[config.mk]
export PLATFORM = sky130hd
export DESIGN_NAME = mmio_controller
export DESIGN_NICKNAME = d
export VERILOG_FILES = /design/src/rtl/mmio_controller.sv
export SDC_FILE = /design/constraint.sdc
export NUM_CORES = 1
export LEC_CHECK = 0
export CAP_MARGIN = 20
export CORE_AREA = 2 2 150 152
export CTS_CLUSTER_DIAMETER = 150
export CTS_CLUSTER_SIZE = 30
export DETAILED_ROUTE_END_ITERATION = 8
export DIE_AREA = 0 0 152 154
export PLACE_DENSITY_LB_ADDON = 0.25
export RECOVER_POWER = 100
export SLEW_MARGIN = 20
export SYNTH_ARGS = -nofsm -noshare
export SYNTH_HDL_FRONTEND = slang
export SYNTH_SLANG_ARGS = --single-unit
[constraint.sdc]
create_clock -name clock -period 1.4 [get_ports clock]
set_clock_uncertainty 0.15 [all_clocks]
set_input_delay 0.42 -clock clock [delete_from_list [all_inputs] [get_ports clock]]
set_output_delay 0.42 -clock clock [all_outputs]
set_load 0.02 [all_outputs]
[src/rtl/mmio_controller.sv]
// Single-master MMIO controller: decodes a word address into one slot strobe
// for one cycle and returns registered read data or a write acknowledgement.
module mmio_controller #(
  parameter int NUM_SLOTS = 8,
  parameter int SLOT_BITS = 3
) (
  input  logic                      clock,
  input  logic                      reset,
  input  logic                      cpu_valid,
  output logic                      cpu_ready,
  input  logic                      cpu_we,
  input  logic [SLOT_BITS+4:0]      cpu_addr,
  input  logic [31:0]               cpu_wdata,
  output logic                      cpu_done,
  output logic [31:0]               cpu_rdata,
  output logic                      cpu_err,
  output logic [NUM_SLOTS-1:0]      slot_cs,
  output logic                      slot_read,
  output logic                      slot_write,
  output logic [4:0]                slot_address,
  output logic [31:0]               slot_wr_data,
  input  logic [NUM_SLOTS*32-1:0]   slot_rd_data,
  output logic [1:0]                state_dbg
);

  // Handshake: a request transfers on a rising edge where cpu_valid and
  // cpu_ready are both 1; cpu_ready is 1 only in IDLE, so the next transfer
  // can happen no earlier than three edges later.
  typedef enum logic [1:0] {
    IDLE   = 2'd0,
    ACCESS = 2'd1,
    DONE   = 2'd2
  } state_t;

  state_t state, state_next;

  logic                 accept;
  logic [SLOT_BITS-1:0] req_slot;
  logic                 req_hit;
  logic [NUM_SLOTS-1:0] cs_decode;
  logic [31:0]          rd_sel;
  logic                 lat_we;
  logic                 lat_hit;

  assign accept    = (state == IDLE) && cpu_valid;
  assign req_slot  = cpu_addr[SLOT_BITS+4:5];
  assign req_hit   = (int'(req_slot) < NUM_SLOTS);
  assign cpu_ready = (state == IDLE);
  assign cpu_done  = (state == DONE);
  assign state_dbg = state;

  always_ff @(posedge clock) begin
    if (!reset) state <= IDLE;
    else        state <= state_next;
  end

  always_comb begin
    state_next = state;
    case (state)
      IDLE:    if (cpu_valid) state_next = ACCESS;
      ACCESS:  state_next = DONE;
      DONE:    state_next = IDLE;
      default: state_next = IDLE;
    endcase
  end

  // Decode is registered at acceptance so slot_* never sees cpu_* combinationally.
  always_comb begin
    cs_decode = '0;
    for (int i = 0; i < NUM_SLOTS; i++) begin
      if (int'(req_slot) == i) cs_decode[i] = 1'b1;
    end
  end

  // The registered one-hot select steers read data, so an unmapped slot yields 0.
  always_comb begin
    rd_sel = '0;
    for (int i = 0; i < NUM_SLOTS; i++) begin
      if (slot_cs[i]) rd_sel = rd_sel | slot_rd_data[32*i +: 32];
    end
  end

  always_ff @(posedge clock) begin
    if (!reset) begin
      slot_cs      <= '0;
      slot_read    <= 1'b0;
      slot_write   <= 1'b0;
      slot_address <= '0;
      slot_wr_data <= '0;
      cpu_rdata    <= '0;
      cpu_err      <= 1'b0;
      lat_we       <= 1'b0;
      lat_hit      <= 1'b0;
    end else begin
      if (accept) begin
        slot_cs      <= cs_decode;
        slot_read    <= req_hit & ~cpu_we;
        slot_write   <= req_hit & cpu_we;
        slot_address <= cpu_addr[4:0];
        slot_wr_data <= cpu_wdata;
        lat_we       <= cpu_we;
        lat_hit      <= req_hit;
      end else if (state == ACCESS) begin
        slot_cs    <= '0;
        slot_read  <= 1'b0;
        slot_write <= 1'b0;
        cpu_err    <= ~lat_hit;
        cpu_rdata  <= (lat_hit && !lat_we) ? rd_sel : 32'd0;
      end
    end
  end

endmodule

Word-level counts from Yosys, hierarchy flattened
Index checks and enable logic that the tools add are counted.
{ "word_totals": {"reg_bits": 84, "in_bits": 300, "out_inout_bits": 84} }
{ "op_classes": {"mux": 24, "bitwise": 10, "n_eq_ne": 10, "reduce_logical": 7} }
{ "ops": {"columns": ["cell", "n"], "rows": [
  ["2-to-1 mux 32 bit", 9],
  ["bitwise OR 32 bit", 7],
  ["2-to-1 mux 8 bit", 2],
  ["equality test 3 bit (second input constant)", 4],
  ["2-to-1 mux 1 bit", 11],
  ["equality test 3 x 2 -> 1 bit (second input constant)", 2],
  ["case mux 2 bit (2 select lines)", 1],
  ["equality test 3 x 1 -> 1 bit (second input constant)", 1],
  ["zero test 3 bit", 1],
  ["inverter 1 bit", 3],
  ["equality test 2 x 1 -> 1 bit (second input constant)", 1],
  ["equality test 2 bit (second input constant)", 1],
  ["logical AND 1 bit", 2],
  ["zero test 2 bit", 1],
  ["2-to-1 mux 2 bit", 1],
  ["inequality test 2 bit (second input constant)", 1],
  ["AND reduction 2 bit", 1],
  ["nonzero test 2 bit", 1],
  ["zero test 1 bit", 1]
]} }

Longest topological paths before layout
{ "logic_depth": {"word_depth": 16, "ltp_mapped": 6} }

Worst setup path before layout
OpenSTA, ideal clock, no wires.
{ "synth_path": {"path_kind": "reg-to-reg", "from": "reg state[0] (netlist: state_dbg[0])", "to": "reg slot_wr_data[24]", "arrival_time_ns": 1.353, "period_less_slack_ns": 1.619, "setup_ns": 0.116, "path_buffers": 3, "setup_slack_ns": -0.219, "path_stages_with_launch": 7, "cell_sequence": "dfxtp_1 > buf_2 > or3b_1 > buf_2 > buf_2 > nand2_1 > a21boi_1"} }
{ "synth_via": {"elab_chain_cells": 2} }
{ "synth_rtl": {"columns": ["item", "line_no", "source"], "rows": [
  ["start: declaration", "35", "state_t state, state_next;"],
  ["start signal: assignment", "54", "else state <= state_next;"],
  ["zero test 2 bit", "45", "assign accept = (state == IDLE) && cpu_valid;"],
  ["logical AND 1 bit", "45", null],
  ["end signal: assignment", "100", "slot_wr_data <= cpu_wdata;"],
  ["end: declaration", "21", "output logic [31:0] slot_wr_data,"]
]} }
No other way between the ends.
A chain may end at the register's enable or synchronous reset.

Worst setup path after layout
{ "layout_path": {"from": "reg state[1] (netlist: state_dbg[1])", "to": "reg slot_wr_data[21]"} }
Same word-level chain as after synthesis.

==> tab_implementation.tex <==
\begin{tabular}{lr}
\hline
Metric & Value \\
\hline
\multicolumn{2}{l}{\textbf{Timing}} \\
\quad Shortest period the worst path allows & 1.58 ns \\
\quad Highest attainable clock frequency & 633 MHz \\
\quad Endpoints failing setup & 92 \\
\quad Normalized max-slew margin & 79.2\% \\
\quad Final period util & 113\% \\
\quad Final hold violation count & 0 \\
\quad Unrepaired setup endpoints after global routing & yes \\
\quad Least-Margin Pin Slew & 0.312 ns \\
\quad Final setup slack of the worst path & -0.179 ns \\
\quad Slew Limit Fails & 0 \\
\multicolumn{2}{l}{\textbf{Yosys}} \\
\quad Top cell types by occurrence after synthesis & a22oi\_1 (131), dfxtp\_1 (84), nand2\_1 (78), clkbuf\_1 (40), nand4\_1 (33) \\
\quad Post-synth EDFFs & 0 \\
\quad Number of distinct library cell variants in the gate-level netlist after synthesis & 22 \\
\quad Most frequent cell after synthesis & a22oi\_1 \\
\quad Area share of the largest cell type after synthesis & 40.1\% \\
\quad Net count of the mapped netlist & 783 \\
\quad Mean cell area of the mapped netlist & 8.68 um\^{}2 \\
\quad Cell count after synthesis & 483 \\
\quad Cell Area, Synth & 4190 um\^{}2 \\
\quad Yosys top cell by area & dfxtp\_1 \\
\quad Post-synthesis register bit count & 84 \\
\quad Area contributors post-synth & dfxtp\_1 (40\%), a22oi\_1 (23\%), nand2\_1 (7.0\%) \\
\quad Share of async-settable or async-resettable flops after synthesis & 0\% \\
\quad Warning count from the yosys run & 0 \\
\quad Most used flip-flop cell after synthesis & dfxtp\_1 \\
\quad Share of the yosys chip area belonging to registers & 40.1\% \\
\multicolumn{2}{l}{\textbf{Final layout}} \\
\quad Fraction of layout cells with a size suffix above 1 & 37.2\% \\
\quad Syn-to-layout area delta & 138\% \\
\quad FILL cells & 2107 \\
\quad Layout Utilization & 46.1\% \\
\quad Nets & 1206 \\
\multicolumn{2}{l}{\textbf{Global route}} \\
\quad Global-route wire length before repair & 35.5 mm \\
\quad Grt total ovfl & 0 \\
\quad GRT Resource Usage Total & 19.6\% \\
\quad Maximum number of pins on one net before global-route repair & 52 \\
\quad Number of global-route vias before repair & 5951 \\
\quad Antenna violations before repair & 5 \\
\multicolumn{2}{l}{\textbf{Clocking}} \\
\quad Total clock buffers created by CTS & 9 \\
\quad Worst-Skew Late Latency & 0.34 ns \\
\quad TritonCTS clock tree & done \\
\quad Clock transition time at the flip-flop clock pins of the worst setup and hold paths & 0.07 ns \\
\quad Maximum count of clock buffers along a single path & 2 \\
\quad Number of H-tree branching levels & 3 \\
\quad Clock sink count & 84 \\
\quad Clk root buf & clkbuf\_16 \\
\multicolumn{2}{l}{\textbf{Floorplan}} \\
\quad Number of cell rows & 54 \\
\quad Placeable core region & 21700 um\^{}2 \\
\quad Initial core utilization & 19.3\% \\
\quad Number of top-level pins & 384 \\
\quad Die X-Extent & 152 um \\
\quad Die Height & 154 um \\
\quad Floorplan die area & 23400 um\^{}2 \\
\multicolumn{2}{l}{\textbf{Drt}} \\
\quad Post-detailed-route DRC marker count & 0 \\
\quad Average routed wire per standard cell & 20.0 um \\
\quad Vias after detailed routing & 5667 \\
\quad Average vias per placed instance & 4.74 \\
\quad Number of detailed-route iterations in the first pass & 5 \\
\quad Routed WL & 23.9 mm \\
\quad Detailed router's first-iteration violation count & 361 \\
\quad Number of antenna-violating nets in the routed design & 0 \\
\multicolumn{2}{l}{\textbf{Pwr}} \\
\quad Peak VDD IR & 524 uV \\
\quad P\_leak & 3.83 nW \\
\quad Pwr/cell area & 706 nW/um\^{}2 \\
\multicolumn{2}{l}{\textbf{Placed design}} \\
\quad Number of port buffers & 383 \\
\quad Sum of net half-perimeters after detailed placement & 17.1 mm \\
\quad Final estimated routing congestion in global placement & 0.811 \\
\quad Pre-CTS setup slack & -0.600 ns \\
\multicolumn{2}{l}{\textbf{Critical path}} \\
\quad Worst Setup Start Kind & register \\
\quad CP endpoint kind & register \\
\quad Worst endpoint required time & 1.49 ns \\
\quad Crit-path max FO & 8 \\
\quad Data arrival time of the worst path & 1.67 ns \\
\quad Crit path kind & register to register \\
\multicolumn{2}{l}{\textbf{Status}} \\
\quad Failing checks & setup timing \\
\quad Result of the run & finished with violations \\
\multicolumn{2}{l}{\textbf{Hold path}} \\
\quad Class of the tightest hold or removal check & register to register \\
\multicolumn{2}{l}{\textbf{Job}} \\
\quad Maxcap violations & 0 \\
\hline
\end{tabular}
metrics by stage:
step	power (mW)	std cells	hold WS [ns]	area [um^2]	TNS (ns)
floorplan	3.06	483	0.289	4250	-4.04
global placement	4.30	1144	0.291	8700	-49.99
detailed placement	4.30	1144	0.299	8700	-51.84
CTS	7.11	1180	0.311	9750	-11.40
global route	7.37	1195	0.325	9990	-15.43
finish	7.06	1195	0.308	9990	-10.62
logic make-up (layout without fill, tap and decap cells):
family / count (synthesis) / count (layout) / share of synthesized area, %
AO/OA/AOI/OAI: 211 / 211 / 38.9
AND/OR/NAND/NOR: 134 / 134 / 15.6
flip-flops: 84 / 84 / 40.1
buffers and inverters: 54 / 482 / 5.43
other: 0 / 4 / 0
power breakdown:
| part | switching [mW] | leakage, nW | internal (mW) | total, mW |
|---|---|---|---|---|
| Clock | 1.08 | 0.149 | 1.41 | 2.49 |
| Combinational | 0.706 | 2.96 | 1.30 | 2.00 |
| Sequential | 0.0785 | 0.723 | 2.48 | 2.56 |
state kept, by name (all words and copies together), names as in the netlist:
name and flops:
lat_we 1, cpu_rdata 32, slot_write 1, slot_cs 8
state_dbg 2, slot_wr_data 32, cpu_err 1, slot_address 5
slot_read 1, lat_hit 1
worst paths after layout:
path	start	depth (start not counted)	end	slack [ns]
setup reg to reg	state_dbg[1]	5	slot_wr_data[21]	-0.18
hold / removal	slot_wr_data[7]	2	slot_wr_data[7]	0.31
setup / recovery	state_dbg[1]	5	slot_wr_data[21]	-0.18
hold reg to reg	slot_wr_data[7]	2	slot_wr_data[7]	0.31
per-layer routing:
metal / vias up / GRT usage (%) / share of wire, %
li1: 2730 / - / -
met1: 2672 / 23.7 / 41
met2: 237 / 33.8 / 51
met3: 26 / 5.92 / 6.8
met4: 2 / 5.47 / 1.8
met5: - / 0 / 0.042
cell type report:
class	instances	area [um^2]	share of cell area (%)
Clock inverter	6	72.6	0.726
Tap cell	280	350	3.51
Antenna cell	4	10.0	0.100
Clock buffer	10	229	2.29
Multi-Input combinational cell	345	2610	26.1
Sequential cell	84	1800	18.0
Timing Repair Buffer	466	4920	49.2
timing repair:
action,CTS,global route
setup endpoints to repair,166,125
hold endpoints to repair,0,0
hold buffers,0,0
buffers inserted,14,15
pin swaps,45,39
cloned,6,1
gates resized for setup,629,51
layout by cell type (no fill, tap or decap), drive strengths merged:
cell / synthesis / layout
clkdlybuf4s50: 0 / 297
buf: 14 / 165
a22oi: 131 / 131
dfxtp: 84 / 84
nand2: 78 / 78
a21boi: 40 / 40
nand4: 33 / 33
a22o: 32 / 32
clkbuf: 40 / 12
nor2b: 10 / 10
diode: 0 / 4
a32oi: 4 / 4
and2: 4 / 4
nor2: 3 / 3
clkinv: 0 / 3
o21a: 2 / 2
dlygate4sd2: 0 / 2
and3b: 2 / 2
inv: 0 / 2
nor3b: 1 / 1
or3b: 1 / 1
nand2b: 1 / 1
o21bai: 1 / 1
o2bb2ai: 1 / 1
nor4b: 1 / 1
bufinv: 0 / 1
critical path, stage by stage, from the launching register on:
cell	delay [ns]
dfxtp_4	0.36
buf_6	0.13
or3b_4	0.51
clkbuf_16	0.22
nand2_2	0.06
a21boi_1	0.05
(Power assumes the default switching activity.)
